## config.mk

```make
export PLATFORM = sky130hd
export DESIGN_NAME = serial_subtractor_flat
export DESIGN_NICKNAME = d
export VERILOG_FILES = /design/src/rtl/serial_subtractor_pkg.sv /design/src/rtl/serial_subtractor_if.sv /design/src/rtl/serial_subtractor_full_subtractor_cell.sv /design/src/rtl/serial_subtractor.sv /design/src/flat_wrapper.sv
export SDC_FILE = /design/constraint.sdc
export NUM_CORES = 1
export LEC_CHECK = 0
export CORE_MARGIN = 4
export CORE_UTILIZATION = 42
export CTS_CLUSTER_DIAMETER = 100
export DETAILED_ROUTE_END_ITERATION = 10
export GPL_TIMING_DRIVEN = 0
export HOLD_SLACK_MARGIN = 0.1
export PLACE_DENSITY_LB_ADDON = 0.1
export SKIP_LAST_GASP = 1
export SYNTH_ARGS = -nofsm -noshare
export SYNTH_HDL_FRONTEND = slang
export SYNTH_SLANG_ARGS = --single-unit
```

## constraint.sdc

```tcl
create_clock -name CLK -period 1.8 [get_ports CLK]
set_clock_uncertainty 0.1 [all_clocks]
set_input_delay 0.54 -clock CLK [delete_from_list [all_inputs] [get_ports CLK]]
set_output_delay 0.54 -clock CLK [all_outputs]
set_load 0.02 [all_outputs]
```

## src/rtl/serial_subtractor_pkg.sv

```systemverilog
// Shared definitions for the bit-serial subtractor.
//   state_t   : FSM encoding (IDLE=0, SHIFT=1, FINISH=2)
//   DEF_WIDTH : default operand/result width
package serial_subtractor_pkg;
  localparam int DEF_WIDTH = 8;

  typedef enum logic [1:0] {
    IDLE   = 2'd0,
    SHIFT  = 2'd1,
    FINISH = 2'd2
  } state_t;
endpackage

```

## src/rtl/serial_subtractor_if.sv

```systemverilog
// Handshake + operand/result bundle for serial_subtractor.
//   master : drives START/A/B/BIN, observes BUSY/DONE/DIFF/BOUT(/OVF)
//   slave  : the subtractor side
// Optional macro SERIAL_SUB_OVF_EN adds the OVF signed-overflow flag.
interface serial_subtractor_if
  import serial_subtractor_pkg::*;
#(parameter int WIDTH = DEF_WIDTH);
  logic             START;
  logic [WIDTH-1:0] A;
  logic [WIDTH-1:0] B;
  logic             BIN;
  logic             BUSY;
  logic             DONE;
  logic [WIDTH-1:0] DIFF;
  logic             BOUT;
`ifdef SERIAL_SUB_OVF_EN
  logic             OVF;

  modport master (output START, A, B, BIN, input BUSY, DONE, DIFF, BOUT, OVF);
  modport slave  (input START, A, B, BIN, output BUSY, DONE, DIFF, BOUT, OVF);
`else
  modport master (output START, A, B, BIN, input BUSY, DONE, DIFF, BOUT);
  modport slave  (input START, A, B, BIN, output BUSY, DONE, DIFF, BOUT);
`endif
endinterface

```

## src/rtl/serial_subtractor_full_subtractor_cell.sv

```systemverilog
// Combinational one-bit full subtractor: computes a - b - bin.
//   i_a, i_b, i_bin : minuend bit, subtrahend bit, borrow-in
//   o_d, o_bout     : difference bit, borrow-out
module full_subtractor_cell (
  input  logic i_a,
  input  logic i_b,
  input  logic i_bin,
  output logic o_d,
  output logic o_bout
);
  logic w_axb;

  assign w_axb  = i_a ^ i_b;
  assign o_d    = w_axb ^ i_bin;
  // borrow when b > a, or when a == b and a borrow is pending
  assign o_bout = (~i_a & i_b) | (~w_axb & i_bin);
endmodule

```

## src/rtl/serial_subtractor.sv

```systemverilog
// Bit-serial WIDTH-bit subtractor, A - B - BIN, LSB first, one bit per clock.
//   CLK, RST : clock, synchronous active-high reset
//   bus      : serial_subtractor_if.slave (START/A/B/BIN in, BUSY/DONE/DIFF/BOUT out)
// Optional macro SERIAL_SUB_OVF_EN adds the registered OVF output.
// Latency is WIDTH+1 cycles from the accepting edge to DONE; a new START is
// accepted in IDLE or in the DONE (FINISH) cycle, ignored while shifting.
module serial_subtractor
  import serial_subtractor_pkg::*;
#(parameter int WIDTH = DEF_WIDTH) (
  input  logic CLK,
  input  logic RST,
  serial_subtractor_if.slave bus
);
  localparam int CW = $clog2(WIDTH + 1);

  state_t           r_state, w_next;
  logic [CW-1:0]    r_cnt;
  logic [WIDTH-1:0] r_a, r_b, r_res, r_diff;
  logic             r_bor, r_bout, r_busy, r_done;
  logic             w_d, w_bor, w_accept, w_last;
`ifdef SERIAL_SUB_OVF_EN
  logic             r_amsb, r_bmsb, r_ovf;
`endif

  full_subtractor_cell u_cell (
    .i_a   (r_a[0]),
    .i_b   (r_b[0]),
    .i_bin (r_bor),
    .o_d   (w_d),
    .o_bout(w_bor)
  );

  assign w_accept = ((r_state == IDLE) || (r_state == FINISH)) && bus.START;
  // all WIDTH bits have been shifted; the following SHIFT cycle publishes them
  assign w_last   = (r_cnt == CW'(WIDTH));

  always_ff @(posedge CLK) begin
    if (RST) r_state <= IDLE;
    else     r_state <= w_next;
  end

  always_comb begin
    w_next = r_state;
    case (r_state)
      IDLE, FINISH: w_next = bus.START ? SHIFT : IDLE;
      SHIFT:        if (w_last) w_next = FINISH;
      default:      w_next = IDLE;
    endcase
  end

  always_ff @(posedge CLK) begin
    if (RST) begin
      r_cnt  <= '0;
      r_a    <= '0;
      r_b    <= '0;
      r_res  <= '0;
      r_diff <= '0;
      r_bor  <= 1'b0;
      r_bout <= 1'b0;
      r_busy <= 1'b0;
      r_done <= 1'b0;
`ifdef SERIAL_SUB_OVF_EN
      r_amsb <= 1'b0;
      r_bmsb <= 1'b0;
      r_ovf  <= 1'b0;
`endif
    end else begin
      r_busy <= (r_state == SHIFT) && !w_last;
      r_done <= (r_state == SHIFT) && w_last;
      if (w_accept) begin
        r_a   <= bus.A;
        r_b   <= bus.B;
        r_bor <= bus.BIN;
        r_res <= '0;
        r_cnt <= '0;
`ifdef SERIAL_SUB_OVF_EN
        // operand MSBs are shifted out, so keep them for the overflow test
        r_amsb <= bus.A[WIDTH-1];
        r_bmsb <= bus.B[WIDTH-1];
`endif
      end else if (r_state == SHIFT) begin
        if (!w_last) begin
          r_res <= {w_d, r_res[WIDTH-1:1]};
          r_a   <= r_a >> 1;
          r_b   <= r_b >> 1;
          r_bor <= w_bor;
          r_cnt <= r_cnt + CW'(1);
        end else begin
          r_diff <= r_res;
          r_bout <= r_bor;
`ifdef SERIAL_SUB_OVF_EN
          r_ovf  <= (r_amsb != r_bmsb) && (r_res[WIDTH-1] != r_amsb);
`endif
        end
      end
    end
  end

  assign bus.BUSY = r_busy;
  assign bus.DONE = r_done;
  assign bus.DIFF = r_diff;
  assign bus.BOUT = r_bout;
`ifdef SERIAL_SUB_OVF_EN
  assign bus.OVF  = r_ovf;
`endif
endmodule

```

## src/flat_wrapper.sv

```systemverilog
// flat-port wrapper written by rule: the top's interface ports become plain ports
module serial_subtractor_flat import serial_subtractor_pkg::*;
#(parameter int WIDTH = DEF_WIDTH)
  (CLK, RST, bus_START, bus_A, bus_B, bus_BIN, bus_BUSY, bus_DONE, bus_DIFF, bus_BOUT);
  serial_subtractor_if #(.WIDTH(WIDTH)) bus_i ();
  input  logic CLK;
  input  logic RST;
  input wire logic [$bits(bus_i.START)-1:0] bus_START;
  input wire logic [$bits(bus_i.A)-1:0] bus_A;
  input wire logic [$bits(bus_i.B)-1:0] bus_B;
  input wire logic [$bits(bus_i.BIN)-1:0] bus_BIN;
  output wire logic [$bits(bus_i.BUSY)-1:0] bus_BUSY;
  output wire logic [$bits(bus_i.DONE)-1:0] bus_DONE;
  output wire logic [$bits(bus_i.DIFF)-1:0] bus_DIFF;
  output wire logic [$bits(bus_i.BOUT)-1:0] bus_BOUT;
  assign bus_i.START = bus_START;
  assign bus_i.A = bus_A;
  assign bus_i.B = bus_B;
  assign bus_i.BIN = bus_BIN;
  assign bus_BUSY = bus_i.BUSY;
  assign bus_DONE = bus_i.DONE;
  assign bus_DIFF = bus_i.DIFF;
  assign bus_BOUT = bus_i.BOUT;
  serial_subtractor #(.WIDTH(WIDTH)) u_core (.CLK(CLK), .RST(RST), .bus(bus_i));
endmodule
```

Word level (Yosys, flattened, before mapping)

Cells that the tools add are included.

Output and inout port bits: 11
Memories kept: 0
Memory bits (read-only): 0
Word-level logic and storage cells: 49
Memory bits (writable): 0
Input bits: 20
Latch bits: 0
Flip-flop bits (word level): 42

Div/mod/pow operators: 0
Mux-type cells: 12
$add $sub $neg: 1
Magnitude comparators: 0
Equal/unequal tests: 5
Multiply operators: 0
Reductions and logical operators: 12
Bitwise operators: 9
Shifts and indexed selects: 0

Operators by type and width:

| operator                                       | number |
|---|---|
| 2-to-1 mux 8 bit                               | 6 |
| adder 4 x 1 -> 4 bit (second input constant)   | 1 |
| == test 4 bit (second input constant)          | 1 |
| 2-to-1 mux 1 bit                               | 4 |
| != test 2 x 1 -> 1 bit (second input constant) | 2 |
| NOT 1 bit                                      | 4 |
| case mux 2 bit (2 select lines)                | 1 |
| AND reduction 2 bit                            | 2 |
| OR reduction 2 bit                             | 2 |
| logical AND 1 bit                              | 3 |
| AND reduction 3 bit                            | 1 |
| AND 1 bit                                      | 2 |
| == test 2 x 1 -> 1 bit (second input constant) | 1 |
| == test 2 bit (second input constant)          | 1 |
| logical NOT 2 bit                              | 1 |
| 2-to-1 mux 2 bit                               | 1 |
| nonzero test 2 bit                             | 1 |
| bitwise XOR 1 bit                              | 2 |
| logical NOT 1 bit                              | 1 |
| logical OR 1 bit                               | 1 |
| bitwise OR 1 bit                               | 1 |

Longest topological paths before layout

Gate-level depths: netlist of run 1.

Depth after elaboration: 7
Gate-level depth with buffers: 8

Modules after synthesis

Synthesis of run 1 repeated with hierarchy kept, for this count alone.

Cell total of the unflattened synthesis: 216
Area, all modules: 1,783.0 µm²

Modules (own cells, without submodules):

| module               | seq. area each (µm²) | cells each | area each (µm²) | instances |
|---|---|---|---|---|
| serial_subtractor    | 840.8                | 212        | 1,751.7         | 1 |
| full_subtractor_cell | 0.0                  | 4          | 31.3            | 1 |

Worst setup path before layout of run 1

OpenSTA, ideal clock, no wires.

Path type: reg2reg
From: reg u_core.r_cnt[0]
To: reg u_core.r_cnt[3]
Slack: 0.261 ns
Period minus slack after synthesis: 1.539 ns
Buffers on the path: 2
Stages on the path, launching flop included: 8
Arrival: 1.314 ns
Path through: dfxtp_1 > inv_1 > ha_1 > and3b_1 > buf_6 > buf_6 > o31ai_1 > a21oi_1

Word-level cells in the longest chain between the ends: 3
Elaborated cells on any way between the ends: 4

Ends and longest elaborated chain:

| element                                                                      | RTL line                | source |
|---|---|---|
| start, declared                                                              | serial_subtractor.sv:17 | `logic [CW-1:0] r_cnt;` |
| start signal, assigned                                                       | serial_subtractor.sv:87 | `r_cnt <= r_cnt + CW'(1);` |
| parallel branches: the longest is 3 deep, another holds adder 4 x 1 -> 4 bit | -                       |  |

Parallel ways; which one is timed is not known.
A chain may end at the register's enable or synchronous reset.

Final worst setup path of run 1

From: in RST
To: reg u_core.r_res[3]

Word-level cells in the longest chain between the ends: 1

Ends and longest elaborated chain:

| element                             | RTL line                | source |
|---|---|---|
| start, declared                     | flat_wrapper.sv:7       | `input logic RST;` |
| OR reduction 2 bit (no source line) | -                       |  |
| end signal, assigned                | serial_subtractor.sv:83 | `r_res <= {w_d, r_res[WIDTH-1:1]};` |
| end, declared                       | serial_subtractor.sv:18 | `logic [WIDTH-1:0] r_a, r_b, r_res, r_diff;` |

Every way passes these cells.

==> results of run 1 <==
-- per-layer routing --
layer / share of wire, % / GRT usage (%)
met5: 0 / 0
met4: 1.2 / 5.63
met3: 4.5 / 4.46
met2: 44 / 27.6
met1: 51 / 25.9
-- path summary, 6_finish.rpt --
kind / from / slack, ps / cells past startpoint / end
max: RST / 100 / 6 / u_core.r_res[3]
min: u_core.r_res[0] / 370 / 2 / u_core.bus.DIFF[0]
max reg2reg: u_core.r_cnt[0] / 160 / 7 / u_core.r_cnt[3]
min reg2reg: u_core.r_res[0] / 370 / 2 / u_core.bus.DIFF[0]
-- registers in the layout, summed over array words and instances, names as in the netlist --
name             cells
u_core.bus.BUSY      1
u_core.bus.DONE      1
u_core.r_bor         1
u_core.bus.DIFF      8
u_core.r_state       2
u_core.r_cnt         4
u_core.bus.BOUT      1
u_core.r_a           8
u_core.r_res         8
u_core.r_b           8
-- cell type report --
class,count,area [sq um],area share [%]
Multi-Input combinational cell,144,878,37.6
Clock buffer,8,110,4.71
Inverter,5,18.8,0.803
Tap cell,50,62.6,2.68
Timing Repair Buffer,31,294,12.6
Sequential cell,42,842,36.0
Buffer,20,131,5.62
-- synthesized netlist by cell type --
cell type | n | area (sq um)
nor2b_1 | 1 | 6.26
buf_4 | 2 | 15.0
buf_1 | 1 | 3.75
xor2_1 | 1 | 8.76
nand3b_1 | 2 | 15.0
nand2_1 | 3 | 11.3
fa_1 | 1 | 20.0
a2111oi_2 | 6 | 90.1
a211oi_1 | 1 | 7.51
nand2_2 | 1 | 6.26
a21oi_1 | 23 | 115
nand2b_1 | 2 | 12.5
and2b_1 | 1 | 7.51
clkbuf_1 | 8 | 30.0
buf_6 | 4 | 45.0
buf_2 | 6 | 30.0
o31ai_1 | 1 | 7.51
o211ai_1 | 3 | 22.5
inv_1 | 5 | 18.8
o2111ai_1 | 1 | 8.76
dfxtp_1 | 42 | 841
a2111oi_1 | 6 | 60.1
or3_1 | 2 | 12.5
ha_1 | 2 | 25.0
a311oi_1 | 1 | 8.76
a211oi_2 | 1 | 12.5
nor2_1 | 26 | 97.6
o21ai_0 | 21 | 105
and3b_1 | 1 | 8.76
nand3_1 | 21 | 105
nor3_1 | 16 | 80.1
-- per-stage QoR --
stage | utilization [%] | total power, mW | worst slack, ps
2_1_floorplan | - | 1.19 | 261
3_3_place_gp | 53.5 | 1.29 | -401
3_5_place_dp | 53.5 | 1.29 | -402
4_1_cts | 55.7 | 1.99 | 23.1
5_1_grt | 56.8 | 2.08 | -3.07
6_report | 56.8 | 1.99 | 98.3
-- logic make-up after synthesis --
family	count (synthesis)
and+or+nand+nor	76
AOI/OAI and AO/OA	64
DFF	42
buffers and inverters	26
adders and majority gates	3
xor gates and xnor gates	1
-- what timing repair did --
| action | CTS | global route |
|---|---|---|
| hold buffers | 0 | 0 |
| cloned | 0 | 1 |
| setup endpoints to repair | 22 | 35 |
| gates resized for setup | 12 | 20 |
-- power groups by stage --
stage | sequential, mW | clock, mW | combinational (mW)
floorplan | 1.02 | 0 | 0.174
global placement | 1.02 | 0 | 0.267
detailed placement | 1.02 | 0 | 0.268
CTS | 0.998 | 0.722 | 0.266
global route | 1.01 | 0.764 | 0.310
finish | 1.00 | 0.710 | 0.280
-- worst min-delay path, cell delays in order, from the launching register on --
cell and delay, ps:
dfxtp_1 310, nand3_1 60, a21oi_1 50
==> impl_metrics.ini, run 1 <==
[cells_and_area]
mostFrequentLayoutCell = dfxtp_1
drive_gt1_share_pct = 15.2
n_fill_cell = 404
stdcell_count = 300
area_growth_pct = 27.2
stdcell_area_sq_um = 2340
antennaDiodeCount = 0
final_cell_mix = dfxtp_1, nor2_1, a21oi_1
fin_nets = 272

[outcome]
status = completed

[critical_path]
crit_buf_inv = 4
critPathArrivalTime_ps = 1790
endpoint_kind = flop
start_kind = input pin
slowest_delay_ps = 480
crit_path_top_delay_cell = clkdlybuf4s50_1
critPathTopFamily = buffers and inverters
required_ps = 1890
path_max_fanout = 10
path_cells = clkdlybuf4s50_1 > clkbuf_4 > inv_1 > nand2_1 > buf_2 > a21oi_1
critPathKind = input pin to flop

[yosys]
ys_ff_latch = 42
syn_inst = 212
synthXorXnorAreaFrac_pct = 0.477
avgSynthCellArea_sq_um = 8.67
synth_mux_area_share_pct = 0
synth_adder_area_share_pct = 2.45
ys_types = 31
synth_top_family_by_area = compound AO/OA/AOI/OAI gates
syn-num-nets = 235
netlist_area_sq_um = 1840
synth_compound_area_share_pct = 23.8
ys_warn_count = 0
yosysSeqAreaShare_pct = 45.7
yosys.area_share.simple_pct = 19.7

[power]
p_per_area_nw_per_um2 = 851
p_int_mw = 1.48
p_clk_share_pct = 35.7
leakage_nw = 0.871
p_comb_share_pct = 14.1
power.share.sequential_pct = 50.3
switching_power_mw = 0.506
ir_drop_mv = 0.342
sw_frac_of_total_pct = 25.4

[die]
initial_utilization_pct = 44.7
die_h_microns = 74.2
chipWidth_microns = 74.2
die_area_sq_um = 5500
pin_count = 31
num_rows = 23
core_sq_um = 4120

[sta]
min_period_ps = 1700
max_freq_mhz = 588
worstMarginPinSlew_ps = 506
final_max_slew_viol_count = 0
finalCritPeriodShare_pct = 94.5
relSlewSlack_pct = 66.2
setup_viol = 0
hold_ws_ps = 371
tns_ps = 0
hold_violations = 0

[min_path]
hp-class = flop to flop

[detailed_routing]
detail_route.wl_per_cell_microns = 15.4
drtPass1Iterations = 4
vias = 1647
drt-initial-drc-count = 70
drc = 0
wirelength_microns = 4630
drtAntennaViolNets = 0
viasPerCell = 5.49

[grt]
track_usage_pct = 18.3
grt_pass1_wl_microns = 7770
gr-total-overflow = 0
grt_max_degree = 18
antenna_found_initial = 0
first_global_vias = 1590

[clock_network]
cts_setup_buffers = 0
path_clk_slew_ps = 80
cts_tree = built
clk_path_buf_depth = 2
clk_latency_ps = 300
cts_sinks = 42
clockRootBuffer = clkbuf_8
numCtsBuffers = 5
htree_levels = 2

[flow_run]
cap_violations = 0

[place]
portBuffers = 30
place.gp.congestion = 0.767
dpl.hpwl_microns = 3040
placedCellCount = 292
placed_area_sq_um = 2200
(Power assumes the default switching activity.)
==> inputs of run 2 (changes only) <==
CORE_MARGIN = 1.5   (was 4)
==> impl_metrics.ini, run 2 (synthesis gave the netlist of run 1 again) <==
[place]
portBuffers = 30
placed_area_sq_um = 2200
place.gp.congestion = 0.841
placedCellCount = 292
dpl.hpwl_microns = 2940

[die]
num_rows = 23
chipWidth_microns = 69.2
core_sq_um = 4120
die_h_microns = 69.2
initial_utilization_pct = 44.7
die_area_sq_um = 4780
pin_count = 31

[power]
p_int_mw = 1.40
p_clk_share_pct = 33.2
leakage_nw = 0.848
p_per_area_nw_per_um2 = 827
switching_power_mw = 0.496
p_comb_share_pct = 14.2
sw_frac_of_total_pct = 26.1
power.total_mw = 1.90
ir_drop_mv = 0.404
power.share.sequential_pct = 52.6

[flow_run]
cap_violations = 0

[sta]
relSlewSlack_pct = 67.0
rsz0062_at_grt = true
worstMarginPinSlew_ps = 495
hold_violations = 0
final_max_slew_viol_count = 0
max_freq_mhz = 587
setup_viol = 0
tns_ps = 0
min_period_ps = 1700
finalCritPeriodShare_pct = 94.6

[cells_and_area]
stdcell_count = 299
area_growth_pct = 24.9
stdcell_area_sq_um = 2300
drive_gt1_share_pct = 12.9
final_cell_mix = dfxtp_1, nor2_1, a21oi_1
antennaDiodeCount = 0
fin_nets = 271
mostFrequentLayoutCell = dfxtp_1

[clock_network]
path_clk_slew_ps = 90
clk_path_buf_depth = 2
htree_levels = 2
numCtsBuffers = 5
clk_latency_ps = 290
hold_buffers = 0
cts_tree = built
cts_setup_buffers = 0
clockRootBuffer = clkbuf_8
cts_resized = 12
cts_sinks = 42

[detailed_routing]
detail_route.wl_per_cell_microns = 14.3
vias = 1644
drc = 0
drtAntennaViolNets = 0
drtPass1Iterations = 4
drt-initial-drc-count = 92
viasPerCell = 5.50
wirelength_microns = 4290

[min_path]
hp-class = flop to flop

[grt]
gr-total-overflow = 0
first_global_vias = 1613
grt_max_degree = 18
grt_pass1_wl_microns = 7570
track_usage_pct = 19.1
antenna_found_initial = 0

[critical_path]
critPathArrivalTime_ps = 1770
endpoint_kind = flop
required_ps = 1870
crit_path_top_delay_cell = clkdlybuf4s50_1
start_kind = input pin
slowest_delay_ps = 490
path_cells = clkdlybuf4s50_1 > clkbuf_4 > inv_1 > nand2_1 > clkbuf_4 > a21oi_1
crit_top_cell = clkbuf_4
path_max_fanout = 10
critPathKind = input pin to flop

[outcome]
status = completed
run 2: cell types whose count changed in the layout (fill, tap and decap cells not counted), sizes merged:
| cell | change |
|---|---|
| buf | -1 |
| clkbuf | -1 |
| clkinv | +1 |
run 2: cell type report:
cell class,instances,area (sq um)
Clock inverter,1,5.00
Inverter,5,18.8
Fill cell,403,1820
Clock buffer,7,86.3
Timing Repair Buffer,30,287
Tap cell,50,62.6
Sequential cell,42,842
Buffer,20,130
Multi-Input combinational cell,144,865
run 2: layer usage:
metal | share of wire (%) | wire length [microns] | GRT usage, % | vias up
li1 | - | - | - | 835
met1 | 50 | 2160 | 26.9 | 766
met2 | 45 | 1920 | 30.2 | 36
met3 | 3.7 | 158 | 3.51 | 7
met4 | 1.1 | 49 | 5.23 | 0
met5 | 0 | 0 | 0 | -
run 2: final timing paths:
kind	cells after the start	slack [ps]	endpoint	start
max	6	100	u_core.r_cnt[3]	RST
min	2	380	u_core.r_res[3]	u_core.r_res[4]
max reg2reg	6	150	u_core.r_res[2]	u_core.r_cnt[0]
min reg2reg	2	380	u_core.r_res[3]	u_core.r_res[4]
run 2: power by group through the flow:
stage | Combinational, mW | Clock (mW) | Sequential [mW]
final | 0.270 | 0.630 | 0.998
after global routing | 0.299 | 0.677 | 1.00
after CTS | 0.265 | 0.639 | 0.998
after detailed placement | 0.267 | 0 | 1.02
after global placement | 0.267 | 0 | 1.02
after floorplan | 0.174 | 0 | 1.02
run 2: metrics by stage:
stage	hold WS, ps	setup slack (ps)	util [%]
CTS	369	20.6	55.2
detailed placement	356	-393	53.5
global placement	361	-409	53.5
global route	401	-12.4	55.8
floorplan	340	261	-
finish	376	97.3	55.8
run 2: worst max-delay path: cells and delay by family:
kind                   cells  cell delay [ps]
buffers and inverters      4             1050
and+or+nand+nor            1              130
AOI/OAI and AO/OA          1               50
==> RTL change 1 (flow settings as in run 2) <==
The package constant `DEF_WIDTH` goes from 8 to 4.
--- a/src/rtl/serial_subtractor_pkg.sv
+++ b/src/rtl/serial_subtractor_pkg.sv
@@ -4,3 +4,3 @@
 package serial_subtractor_pkg;
-  localparam int DEF_WIDTH = 8;
+  localparam int DEF_WIDTH = 4;
 
Interface: changed (resized bus_A, bus_B and bus_DIFF); port bits go from 31 to 19. The function was not compared with the original's and may differ.
==> RTL change 1 against run 2 <==
- utilization decreased by 1.4 points
- final cell count decreased by 40%
- sequential cell count decreased by 17
- fmax increased by 3.3%
- area after synthesis decreased by 40%
- via count decreased by 42%
- power decreased by 48%
- worst setup slack improved by 0.054 ns
- wire length decreased by 44%
- final area decreased by 41%
- critical path type is now reg -> out
- largest cell class unchanged
==> RTL change 1: results (changes against run 2) <==
Ranked by total cell area, the synthesized netlist is headed by dfxtp_1 (45%), nand3_1 (8.1%), a21oi_1 (6.3%). Highest-delay cell along the critical path: dfxtp_1. The aggregate routed wire length came out at 2.39 mm (-44%). The global router's overall resource usage is 19.1% (-0.025 points), and the critical path's largest stage delay is 0.36 ns (-0.13 ns). The largest fanout of any net on the critical path works out to 2 (-8). Distinct cell type count after synthesis: 27 (-13%).

The routed wire length per instance works out to 13.3 microns (-7.6%). The headroom to the max-slew limit was 72.4% (+5.4 points); the number of warnings reported in the yosys synthesis log was 0 (unchanged). By count the netlist is led by dfxtp_1 (25), nand3_1 (18), a21oi_1 (14), nor2_1 (11), o21ai_1 (9).

For the worst-case vdd ir drop, the log shows 0.496 mV (+23%). The share of final-layout standard cells stronger than drive strength 1 is 12.0% (-0.85 points). Post-placement cell count: 176 (-40%).

The cell family with the largest share of critical-path delay is flip-flops. Among all flip-flop cells after synthesis, the most frequent one is dfxtp_1. For the worst slack at placement, the log shows -0.171 ns (+0.222 ns).

The type of the tightest min-delay check is reg -> reg. The number of buffers created by CTS is 3 (-2). For the final layout net count, the log shows 166 (-39%). The CTS clock-pin slew for the worst setup and hold paths was 0.14 ns (+0.05 ns). The initial antenna violation count is 0 (unchanged). The flow ran to the end, and the final reports show no timing, DRC or antenna violations.

The arrival time of data at the critical path endpoint was 1.01 ns (-0.76 ns); the synthesized net count was 143 (-39%). The number of buffers inserted to repair setup after CTS is 0 (unchanged). The first-pass GRT wire length is 4.04 mm (-47%). The run gives 0.000506 uW (-40%) as the static leakage. The largest net degree at the start of global routing was 16 (-2). The number of fill cells was 255 (-37%); the maximum level of the CTS H-tree was 1 (-1). The logs give 1.20 mm (-37%) for the total length of routed met2 wires and 7 (-5) for the count of cells resized by post-cts repair. The half-perimeter wire length of the detailed placement result is 1.75 mm (-41%). The cell sitting at the root of the clock tree is a clkbuf_4. The routability congestion estimate is 0.740 (-12%), and the wire length on met1 is 1.10 mm (-49%). The number of global-route vias before repair came out at 912 (-43%). For the clock latency reported for the late side of the worst-skew pair, the log shows 0.32 ns (+0.03 ns).

The sequential element share of the synthesized area is 45.2% (-0.55 points), and the cell count after synthesis is 128 (-40%). The count of buffers from port buffering was 18 (-40%). The length of routed met3 wiring was 66 microns (-58%); the number of DRC markers in iteration 0 was 17 (-82%). Detail-routed via count per cell: 5.33 (-3.1%).
==> RTL change 1: final cells by class <==
class | count | area (sq um) | area share, %
sequential | 25 | 500 | 37.2
clock inverter | 1 | 7.51 | 0.558
inverter | 5 | 18.8 | 1.39
tap | 30 | 37.5 | 2.79
buffer | 11 | 72.6 | 5.39
clock buffer | 3 | 22.5 | 1.67
timing repair buffer | 18 | 171 | 12.7
multi-input combinational | 87 | 515 | 38.3
==> RTL change 1: path summary, 6_finish.rpt <==
| kind | cells after the start | startpoint | endpoint | slack, ns |
|---|---|---|---|---|
| max | 1 | u_core.bus.DIFF[0]$_SDFFE_PP0P_ | bus_DIFF[0] | 0.15 |
| min | 2 | u_core.bus.BOUT$_SDFFE_PP0P_ | u_core.bus.BOUT$_SDFFE_PP0P_ | 0.36 |
| max reg2reg | 6 | u_core.r_cnt[0]$_SDFFE_PP0P_ | u_core.r_a[0]$_SDFFE_PP0P_ | 0.16 |
| min reg2reg | 2 | u_core.bus.BOUT$_SDFFE_PP0P_ | u_core.bus.BOUT$_SDFFE_PP0P_ | 0.36 |
==> RTL change 1: power by group <==
| group | internal (uW) | switching [uW] |
|---|---|---|
| logic | 69.6 | 79.1 |
| clock network | 84.8 | 170 |
| registers | 578 | 15.9 |
==> RTL change 1: logic make-up after synthesis <==
kind of cell	Yosys count	synth area share, %
AND/OR/NAND/NOR	49	22.0
AO/OA/AOI/OAI	34	19.5
flip-flops	25	45.2
buffers and inverters	16	8.25
adder cells (fa/ha/maj)	3	4.07
multiplexers	1	0.904
==> RTL change 1: per-layer routing <==
layer	vias up	GRT usage, %
met1	449	25.9
met3	2	3.01
met5	-	0
met2	15	30.1
li1	493	-
met4	0	7.92
==> RTL change 2 (settings of run 2) <==
Made on the original files. Make the reset (`RST`) asynchronous in 2 clocked blocks. Comments in the files are not updated.
--- a/src/rtl/serial_subtractor.sv
+++ b/src/rtl/serial_subtractor.sv
@@ -36,3 +36,3 @@
 
-  always_ff @(posedge CLK) begin
+  always_ff @(posedge CLK or posedge RST) begin
     if (RST) r_state <= IDLE;
@@ -50,3 +50,3 @@
 
-  always_ff @(posedge CLK) begin
+  always_ff @(posedge CLK or posedge RST) begin
     if (RST) begin
Behaviour: differs if RST is asserted again (counterexample within 4 cycles, from zero or initial values and one cycle with RST high); with RST held inactive, the same outputs for 10 cycles.
==> RTL change 2 against run 2 <==
- sequential cell count is the same
- worst setup slack got worse by 0.028 ns
- wire length is 6.3% lower
- final area fell by 0.49%
- area after synthesis is 0.95% lower
- non-clock buffer count down 7
- critical path type is now reg -> reg
- largest cell class is now registers
Power is not compared: it rests on default switching activity, and its combinational part moved more than twofold at a synthesized area within 25%.
==> RTL change 2: results (changes against run 2) <==
The routability congestion estimate was 0.765 (-9.1%); the half-perimeter wire length of the detailed placement result was 2.73 mm (-7.1%). The non-clock buffer share of cell area was 16.1% (-2.0 points); the number of logic inverters in the finished layout was 9 (+4). The largest net degree at the start of global routing is 43 (+25). The flow ran to the end, and the final reports show no timing, DRC or antenna violations. The arrival time of data at the critical path endpoint was 1.81 ns (+0.04 ns).

The largest individual stage delay along the critical path comes from the cell dfrtp_1. The post-synthesis async set-or-reset flop share came out at 100% (+100 points). The critical path's largest stage delay came out at 0.41 ns (-0.08 ns). The number of fill cells is 361 (-10%), and the synthesized net count is 178 (-24%). The primary flip-flop cell chosen by synthesis mapping was dfrtp_1.

The number of buffers other than clock buffers in the final layout was 43 (-14%). By count the netlist is led by dfrtp_1 (42), nand2_1 (14), nand3_1 (14), o21ai_0 (12), buf_2 (10). The share of final-layout standard cells stronger than drive strength 1 came out at 20.0% (+7.1 points).

The clock buffer and inverter area fraction after layout came out at 3.94% (-0.035 points). The register area was 0.00105 sq mm (+25%). The footprint of the multi-input gates was 679 sq um (-21%); the distinct cell type count after synthesis was 30 (-3.2%). Yosys attributes the largest share of cell area to dfrtp_1 (58%), mux2_2 (4.9%), a221o_1 (3.8%).

The worst slack at placement was -0.318 ns (+0.0757 ns). The cell count after synthesis was 155 (-27%); the final standard cell count with taps included and fillers excluded was 245 (-18%). First-pass GRT wire length: 6.32 mm (-17%). For the number of DRC markers in iteration 0, the log shows 114 (+24%). The run gives 1277 (-21%) as the number of global-route vias before repair.
[RTL change 2: cell count changes after synthesis, moves of 8 or more]
cell,change
nand2_1,+11
dfrtp_1,+42
o21ai_0,-9
nor3_1,-16
dfxtp_1,-42
mux2_2,+8
a21oi_1,-19
clkbuf_1,-8
nor2_1,-25
[RTL change 2: worst max-delay path, delay by kind of cell, from the launching register on]
kind | cells | cell delay [ns]
AO/OA/AOI/OAI | 1 | 0.27
adder cells (fa/ha/maj) | 1 | 0.22
buffers and inverters | 2 | 0.29
flip-flops | 1 | 0.41
AND/OR/NAND/NOR | 2 | 0.32
[RTL change 2: through the flow]
| step | instance area [sq um] | setup TNS [ns] | hold slack [ns] | util [%] |
|---|---|---|---|---|
| 2_1_floorplan | 1820 | 0 | 0.370 | - |
| 3_3_place_gp | 2180 | -30.80 | 0.370 | 53.4 |
| 3_5_place_dp | 2180 | -4.38 | 0.381 | 53.4 |
| 4_1_cts | 2260 | 0 | 0.397 | 55.4 |
| 5_1_grt | 2280 | -0.00808 | 0.411 | 55.9 |
| 6_report | 2280 | 0 | 0.390 | 55.9 |
[RTL change 2: logic make-up after synthesis]
| logic type | share of synthesized area [%] |
|---|---|
| and+or+nand+nor | 14.2 |
| buffers and inverters | 5.22 |
| adders and majority gates | 2.47 |
| muxes | 6.67 |
| DFF | 57.7 |
| AOI/OAI and AO/OA | 13.7 |
[RTL change 2: where the power goes]
group,internal [uW],total (uW),switching (uW)
logic,745,1640,899
clock network,272,609,336
registers,1340,1570,228
[RTL change 2: layer usage]
metal | track usage [%] | up-vias | routed length [microns]
li1 | - | 628 | -
met1 | 25.8 | 658 | 1870
met2 | 28.8 | 33 | 1850
met3 | 5.84 | 6 | 247
met4 | 5.15 | 0 | 49
met5 | 0 | - | 0
[RTL change 2: path summary, 6_finish.rpt]
kind / from / endpoint / cells past startpoint / slack, ns
worst min-delay path: u_core.bus.DIFF[7]$_DFFE_PP0P_ / u_core.bus.DIFF[7]$_DFFE_PP0P_ / 1 / 0.39
worst min register to register: u_core.bus.DIFF[7]$_DFFE_PP0P_ / u_core.bus.DIFF[7]$_DFFE_PP0P_ / 1 / 0.39
max in group asynchronous: RST / u_core.r_a[0]$_DFFE_PP0P_ / 2 / 0.43
worst max-delay path: u_core.r_cnt[0]$_DFFE_PP0P_ / u_core.r_a[6]$_DFFE_PP0P_ / 6 / 0.07
min in group asynchronous: RST / u_core.bus.DIFF[6]$_DFFE_PP0P_ / 2 / 0.62
worst max register to register: u_core.r_cnt[0]$_DFFE_PP0P_ / u_core.r_a[6]$_DFFE_PP0P_ / 6 / 0.07
[RTL change 2: repair_timing]
action,in CTS,in global routing
hold endpoints to repair,0,0
buffers inserted,0,2
gates resized for setup,13,5
endpoints found under the setup margin,14,28
